## src/rtl/axi_tlp_encoder.sv

```systemverilog
// -----------------------------------------------------------------------------
// axi_tlp_encoder
// TX completion encoder. Accepts one completion request at a time from the
// decoder, waits for read data when a CplD is needed (or gives up after
// TIMEOUT cycles and sends a Completer-Abort Cpl), then emits a 3DW Cpl/CplD
// TLP as two 64-bit beats on the AXI4-Stream TX interface.
//
// Ports
//   clk, reset            clock, synchronous active-low reset
//   lnk_up                link up; low flushes the block back to IDLE
//   req_compl             completion request (taken when tlp_enc_ready=1)
//   req_compl_w_data      request needs read data (CplD)
//   compl_code            completion status (SC/UR/CA)
//   tenc_tc/attr/len      traffic class, attributes, length (DW) of request
//   tenc_rid/tag          requester ID and tag
//   tenc_be               {last_be, first_be}
//   tenc_addr             request byte address (lower address source)
//   completer_id          {bus, dev, func} of this endpoint
//   rd_data/rd_data_valid read data and its one-cycle strobe
//   tlp_enc_ready         encoder idle and able to accept a request
//   tx_tvalid/tready/tdata/tstrb/tlast   AXI4-Stream TX master
// -----------------------------------------------------------------------------
module axi_tlp_encoder #(
  parameter int TIMEOUT = 255
) (
  input  logic        clk,
  input  logic        reset,
  input  logic        lnk_up,
  input  logic        req_compl,
  input  logic        req_compl_w_data,
  input  logic [2:0]  compl_code,
  input  logic [2:0]  tenc_tc,
  input  logic [1:0]  tenc_attr,
  input  logic [9:0]  tenc_len,
  input  logic [15:0] tenc_rid,
  input  logic [7:0]  tenc_tag,
  input  logic [7:0]  tenc_be,
  input  logic [12:0] tenc_addr,
  input  logic [15:0] completer_id,
  input  logic [31:0] rd_data,
  input  logic        rd_data_valid,
  output logic        tlp_enc_ready,
  output logic        tx_tvalid,
  input  logic        tx_tready,
  output logic [63:0] tx_tdata,
  output logic [7:0]  tx_tstrb,
  output logic        tx_tlast
);

  localparam int CW = (TIMEOUT > 1) ? $clog2(TIMEOUT + 1) : 1;
  localparam logic [CW-1:0] TIMEOUT_C = CW'(TIMEOUT);

  typedef enum logic [1:0] {
    IDLE      = 2'd0,
    WAIT_DATA = 2'd1,
    HDR       = 2'd2,
    DATA      = 2'd3
  } state_t;

  state_t         state_r;
  logic [CW-1:0]  cnt_r;
  logic           with_data_r;
  logic [2:0]     tc_r;
  logic [1:0]     attr_r;
  logic [9:0]     len_r;
  logic [15:0]    rid_r;
  logic [7:0]     tag_r;
  logic [3:0]     first_be_r;
  logic [4:0]     addr_r;      // tenc_addr[6:2]; the low bits come from first_be
  logic [31:0]    rd_data_r;

  // last_be and the address bits outside [6:2] play no part in a 3DW completion
  logic unused_s;
  assign unused_s = ^{tenc_be[7:4], tenc_addr[12:7], tenc_addr[1:0]};

  // Byte count: single-DW requests span first_be; longer ones are len*4 (mod 4096).
  // len==0 means 1024 DW, which wraps the 12-bit count to 0.
  function automatic logic [11:0] byte_count(input logic [3:0] first_be,
                                             input logic [9:0] len);
    logic [11:0] bc;
    if (len != 10'd1) begin
      bc = {len, 2'b00};
    end else begin
      casez (first_be)
        4'b1??1:                   bc = 12'd4;
        4'b01?1, 4'b1?10:          bc = 12'd3;
        4'b0011, 4'b0110, 4'b1100: bc = 12'd2;
        default:                   bc = 12'd1;
      endcase
    end
    return bc;
  endfunction

  // Byte offset of the first enabled byte within the DW
  function automatic logic [1:0] lower_off(input logic [3:0] first_be);
    logic [1:0] off;
    casez (first_be)
      4'b???1: off = 2'b00;
      4'b??10: off = 2'b01;
      4'b?100: off = 2'b10;
      4'b1000: off = 2'b11;
      default: off = 2'b00;
    endcase
    return off;
  endfunction

  // Header beat: DW0 (fmt/type/tc/attr/len) in [31:0], DW1 (completer/status/count) in [63:32]
  function automatic logic [63:0] hdr_beat(input logic        with_data,
                                           input logic [2:0]  status,
                                           input logic [2:0]  tc,
                                           input logic [1:0]  attr,
                                           input logic [9:0]  len,
                                           input logic [3:0]  first_be,
                                           input logic [15:0] cid);
    logic [1:0]  fmt;
    logic [9:0]  len_f;
    logic [31:0] dw0;
    logic [31:0] dw1;
    fmt   = with_data ? 2'b10 : 2'b00;
    len_f = with_data ? len : 10'd0;
    dw0   = {1'b0, fmt, 5'b01010, 1'b0, tc, 4'b0000, 2'b00, attr, 2'b00, len_f};
    dw1   = {cid, status, 1'b0, byte_count(first_be, len)};
    return {dw1, dw0};
  endfunction

  // Second beat: DW2 (requester/tag/lower address) in [31:0], payload DW in [63:32]
  function automatic logic [63:0] data_beat(input logic        with_data,
                                            input logic [15:0] rid,
                                            input logic [7:0]  tag,
                                            input logic [4:0]  addr_hi,
                                            input logic [3:0]  first_be,
                                            input logic [31:0] data);
    logic [31:0] dw0;
    logic [31:0] dw1;
    dw0 = {rid, tag, 1'b0, addr_hi, lower_off(first_be)};
    dw1 = with_data ? data : 32'h0000_0000;
    return {dw1, dw0};
  endfunction

  // Ready is only meaningful while idle and out of reset with the link up
  assign tlp_enc_ready = (state_r == IDLE) & lnk_up & reset;

  // Request sequencing FSM with registered AXI-S outputs
  always_ff @(posedge clk) begin
    if (!reset || !lnk_up) begin
      state_r     <= IDLE;
      cnt_r       <= '0;
      with_data_r <= 1'b0;
      tc_r        <= 3'd0;
      attr_r      <= 2'd0;
      len_r       <= 10'd0;
      rid_r       <= 16'd0;
      tag_r       <= 8'd0;
      first_be_r  <= 4'd0;
      addr_r      <= 5'd0;
      rd_data_r   <= 32'd0;
      tx_tvalid   <= 1'b0;
      tx_tlast    <= 1'b0;
      tx_tdata    <= 64'd0;
      tx_tstrb    <= 8'd0;
    end else begin
      case (state_r)
        IDLE: begin
          if (req_compl) begin
            tc_r        <= tenc_tc;
            attr_r      <= tenc_attr;
            len_r       <= tenc_len;
            rid_r       <= tenc_rid;
            tag_r       <= tenc_tag;
            first_be_r  <= tenc_be[3:0];
            addr_r      <= tenc_addr[6:2];
            with_data_r <= req_compl_w_data;
            cnt_r       <= '0;
            if (req_compl_w_data) begin
              state_r <= WAIT_DATA;
            end else begin
              // Cpl needs nothing further: present the header straight away
              state_r   <= HDR;
              tx_tvalid <= 1'b1;
              tx_tlast  <= 1'b0;
              tx_tstrb  <= 8'hFF;
              tx_tdata  <= hdr_beat(1'b0, compl_code, tenc_tc, tenc_attr,
                                    tenc_len, tenc_be[3:0], completer_id);
            end
          end
        end

        WAIT_DATA: begin
          // Data arriving on the timeout edge still wins
          if (rd_data_valid) begin
            rd_data_r <= rd_data;
            state_r   <= HDR;
            tx_tvalid <= 1'b1;
            tx_tlast  <= 1'b0;
            tx_tstrb  <= 8'hFF;
            tx_tdata  <= hdr_beat(1'b1, compl_code, tc_r, attr_r, len_r,
                                  first_be_r, completer_id);
          end else if (cnt_r == TIMEOUT_C) begin
            // Give up: report Completer Abort as a data-less Cpl
            with_data_r <= 1'b0;
            state_r     <= HDR;
            tx_tvalid   <= 1'b1;
            tx_tlast    <= 1'b0;
            tx_tstrb    <= 8'hFF;
            tx_tdata    <= hdr_beat(1'b0, 3'b100, tc_r, attr_r, len_r,
                                    first_be_r, completer_id);
          end else begin
            cnt_r <= cnt_r + {{(CW-1){1'b0}}, 1'b1};
          end
        end

        HDR: begin
          if (tx_tready) begin
            state_r  <= DATA;
            tx_tlast <= 1'b1;
            tx_tstrb <= with_data_r ? 8'hFF : 8'h0F;
            tx_tdata <= data_beat(with_data_r, rid_r, tag_r, addr_r,
                                  first_be_r, rd_data_r);
          end
        end

        DATA: begin
          if (tx_tready) begin
            state_r   <= IDLE;
            tx_tvalid <= 1'b0;
            tx_tlast  <= 1'b0;
            tx_tstrb  <= 8'd0;
            tx_tdata  <= 64'd0;
          end
        end

        default: begin
          state_r   <= IDLE;
          tx_tvalid <= 1'b0;
          tx_tlast  <= 1'b0;
          tx_tstrb  <= 8'd0;
          tx_tdata  <= 64'd0;
        end
      endcase
    end
  end

endmodule

```

## config.mk

```make
export PLATFORM = sky130hd
export DESIGN_NAME = axi_tlp_encoder
export DESIGN_NICKNAME = d
export VERILOG_FILES = /design/src/rtl/axi_tlp_encoder.sv
export SDC_FILE = /design/constraint.sdc
export NUM_CORES = 1
export LEC_CHECK = 0
export CAP_MARGIN = 10
export CORE_AREA = 4 4 156 158
export DETAILED_ROUTE_END_ITERATION = 12
export DIE_AREA = 0 0 160 162
export GPL_ROUTABILITY_DRIVEN = 0
export MAX_ROUTING_LAYER = met4
export SLEW_MARGIN = 10
export SYNTH_ARGS = -nofsm -noshare
export SYNTH_HDL_FRONTEND = slang
export SYNTH_SLANG_ARGS = --single-unit
export TNS_END_PERCENT = 5
```

## constraint.sdc

```tcl
create_clock -name clk -period 6 [get_ports clk]
set_input_delay 1.2 -clock clk [delete_from_list [all_inputs] [get_ports clk]]
set_output_delay 1.2 -clock clk [all_outputs]
set_load 0.005 [all_outputs]
```

==> flow_summary.ini <==
[synthesis]
synth-edff-count = 0
synth_commonest_cells = nand2_1 (193), dfxtp_1 (159), a21oi_1 (155), clkbuf_1 (53), o21ai_0 (53)
synth.yosys.seq_area_share_pct = 46.7
synth_top_cell_area_share_pct = 46.7
syn_nets = 977
synth_cell_type_count = 57
synthCells = 853
ys.flop_type = dfxtp_1
yosys.area.top_type = dfxtp_1
synth_area_leaders = dfxtp_1 (47%), a21oi_1 (11%), nand2_1 (11%), o21ai_0 (3.9%), a211oi_1 (3.7%)
ys_ff_latch = 159
yosysMostFrequentCell = nand2_1
syn_area_per_cell_sq_um = 8.00
netlist_area_sq_um = 6820
synth.yosys.warnings = 0
async_flop_share_pct = 0

[layout]
nNetsFinal = 1108
nFillCells = 2368
finalInstanceArea_sq_um = 9350
area.growth.synth_to_final_pct = 37.1
drive_above_1_share_pct = 6.12

[timing]
fin_crit_ns = 4.13
tns_ns = 0
hold_viol = 0
rsz0062_at_grt = no
fin_crit_sh_pct = 68.8
skew_ns = 0.00938
finalSetupViolCount = 0
relSlewSlack_pct = 29.7
tightest_slew_ns = 1.05
fmax_mhz = 242
slew_viol_final = 0

[critical_path]
critPathSlowestCell = clkdlybuf4s50_1
r2r-start = state_r[0]
r2r_slack_ns = 3.23
path_buf_inv = 2
crit_chain = clkdlybuf4s50_1 -> nand2_4 -> nor2_1 -> clkdlybuf4s50_1
worstReg2RegEnd = tx_tdata[49]
critPathKind = in2out
critPathMaxFanout = 74
crit_path_end_kind = output port
arrival_ns = 2.93
startpoint = reset
rr_worst_depth = 7
slowest_delay_ns = 0.53
crit_path_frequent_cell = clkdlybuf4s50_1
cp.depth = 4
start_kind = input pin
critPathTopFamily = buffers and inverters
endpoint = tlp_enc_ready
required_ns = 4.80

[detailed_routing]
route.met3.wl_um = 1270
drc = 0
viasPerCell = 5.22
wl_met2_um = 10700
highest_layer = met4
final_antenna_net_count = 0
drt-total-wl_um = 23000
dr.pass1.iters = 5
vias = 6726
drt_iter0_drc = 520
wl_per_cell_um = 17.8
met1Wirelength_um = 10500

[grt]
grt_max_degree = 81
grt_first_pass_wirelength_um = 35700
gr-total-overflow = 0
grt_use_total_pct = 17.6
grt_pass1_vias = 6364
antenna_found_initial = 1

[clocking]
cts_resized = 0
clock_latency_ns = 0.43
hold_buffers = 0
cts_tree = done
clk_pin_slew_worst_paths_ns = 0.07
postCtsSetupBuffers = 0
cts_root_buffer = clkbuf_16
cts.path.max_buffers = 2
clock_sinks = 159
cts_buffers = 17
htreeDepth = 4

[power]
comb_power_share_pct = 15.1
seqPwrFrac_pct = 42.8
cellPowerDensity_nw_per_um2 = 279
p_clk_share_pct = 42.1
switchingPower_mw = 0.751
switching_share_pct = 28.8
p_int_mw = 1.86
p_leak_nw = 3.14
ir_drop_v = 0.000170

[floorplan]
initial_core_util_pct = 29.5
chipWidth_um = 160
ios = 193
coreArea_sq_um = 23100
placementRows = 56
die_h_um = 162
die_area_sq_um = 25900

[job]
cap_viol_max_count = 0

[placed_design]
placed_area_sq_um = 8760
port_buffers = 180
place_hpwl_um = 15200

[min_path]
hp-class = reg2reg

[outcome]
status = finished clean
==> cells by family (layout without fill, tap and decap cells) <==
family,Yosys count,count (layout),synth area share (%)
compound gates,311,311,27.0
simple gates,278,278,18.4
xor+xnor,2,2,0.257
buf+inv,92,236,5.80
flops,159,159,46.7
fa+ha+maj,6,6,1.10
mux,5,5,0.770
other cells,0,1,0
==> flip-flops by register name (all words and copies together), names as in the netlist <==
register,cells
attr_r,2
with_data_r,1
first_be_r,4
tx_tlast,1
tag_r,8
tx_tstrb,2
tc_r,3
rd_data_r,32
addr_r,5
len_r,10
tx_tdata,64
tx_tvalid,1
rid_r,16
state_r,2
cnt_r,8
==> worst min path at each step <==
stage	startpoint	endpoint	slack [ns]	cells after the start
floorplan	attr_r[1]	attr_r[1]	0.44	2
finish	attr_r[1]	attr_r[1]	0.45	2
global route	rid_r[10]	rid_r[10]	0.47	2
global placement	tc_r[2]	tc_r[2]	0.44	2
detailed placement	attr_r[1]	attr_r[1]	0.45	2
CTS	attr_r[1]	attr_r[1]	0.46	2
==> layout make-up <==
type                       instances  area [sq um]  share of cell area, %
antenna                            1          2.50                 0.0268
tap                              290           363                   3.88
clock inverter                    15           166                   1.78
inverter                          11          41.3                  0.442
sequential                       159          3180                   34.0
multi-input combinational        602          3270                   35.0
clock buffer                      17           425                   4.55
timing repair buffer             193          1900                   20.3
==> per-layer routing <==
metal / global-route usage, % / vias to the layer above
li1: - / 3303
met1: 23.4 / 3190
met5: - / -
met4: 5.55 / 0
met3: 3.76 / 29
met2: 27.0 / 204
==> power groups by stage <==
stage / logic [mW] / registers (mW) / clock network [mW]
final: 0.395 / 1.12 / 1.10
after global routing: 0.431 / 1.12 / 1.16
after CTS: 0.398 / 1.12 / 1.12
after detailed placement: 0.397 / 1.14 / 0
after global placement: 0.395 / 1.14 / 0
after floorplan: 0.210 / 1.13 / 0
==> worst min-delay path, delay by kind of cell (launching register included) <==
family | cells | cell delay, ns
simple gates | 1 | 0.05
flops | 1 | 0.31
compound gates | 1 | 0.05
==> cells in the final DEF (no fill, tap or decap), types with 8 or more instances in the layout <==
cell type	instances
a211oi_1	34
a21oi_1	155
a22oi_1	30
a311oi_1	8
a32oi_1	10
buf_4	13
clkbuf_16	17
clkdlybuf4s50_1	180
dfxtp_1	159
inv_1	10
nand2_1	192
nand3_1	20
nand4_1	17
nor2_1	11
o21ai_0	53
==> metrics by stage <==
step / std cells / hold WS [ns] / setup WS, ns / utilization (%) / power [mW]
5_1_grt: 1288 / 0.474 / 1.74 / 40.4 / 2.72
3_5_place_dp: 1255 / 0.446 / 1.84 / 37.9 / 1.54
4_1_cts: 1287 / 0.456 / 1.84 / 40.4 / 2.64
3_3_place_gp: 1255 / 0.442 / 1.85 / 37.9 / 1.53
6_report: 1288 / 0.454 / 1.87 / 40.4 / 2.61
2_1_floorplan: 853 / 0.436 / 3.08 / - / 1.34
(Power assumes the default switching activity.)
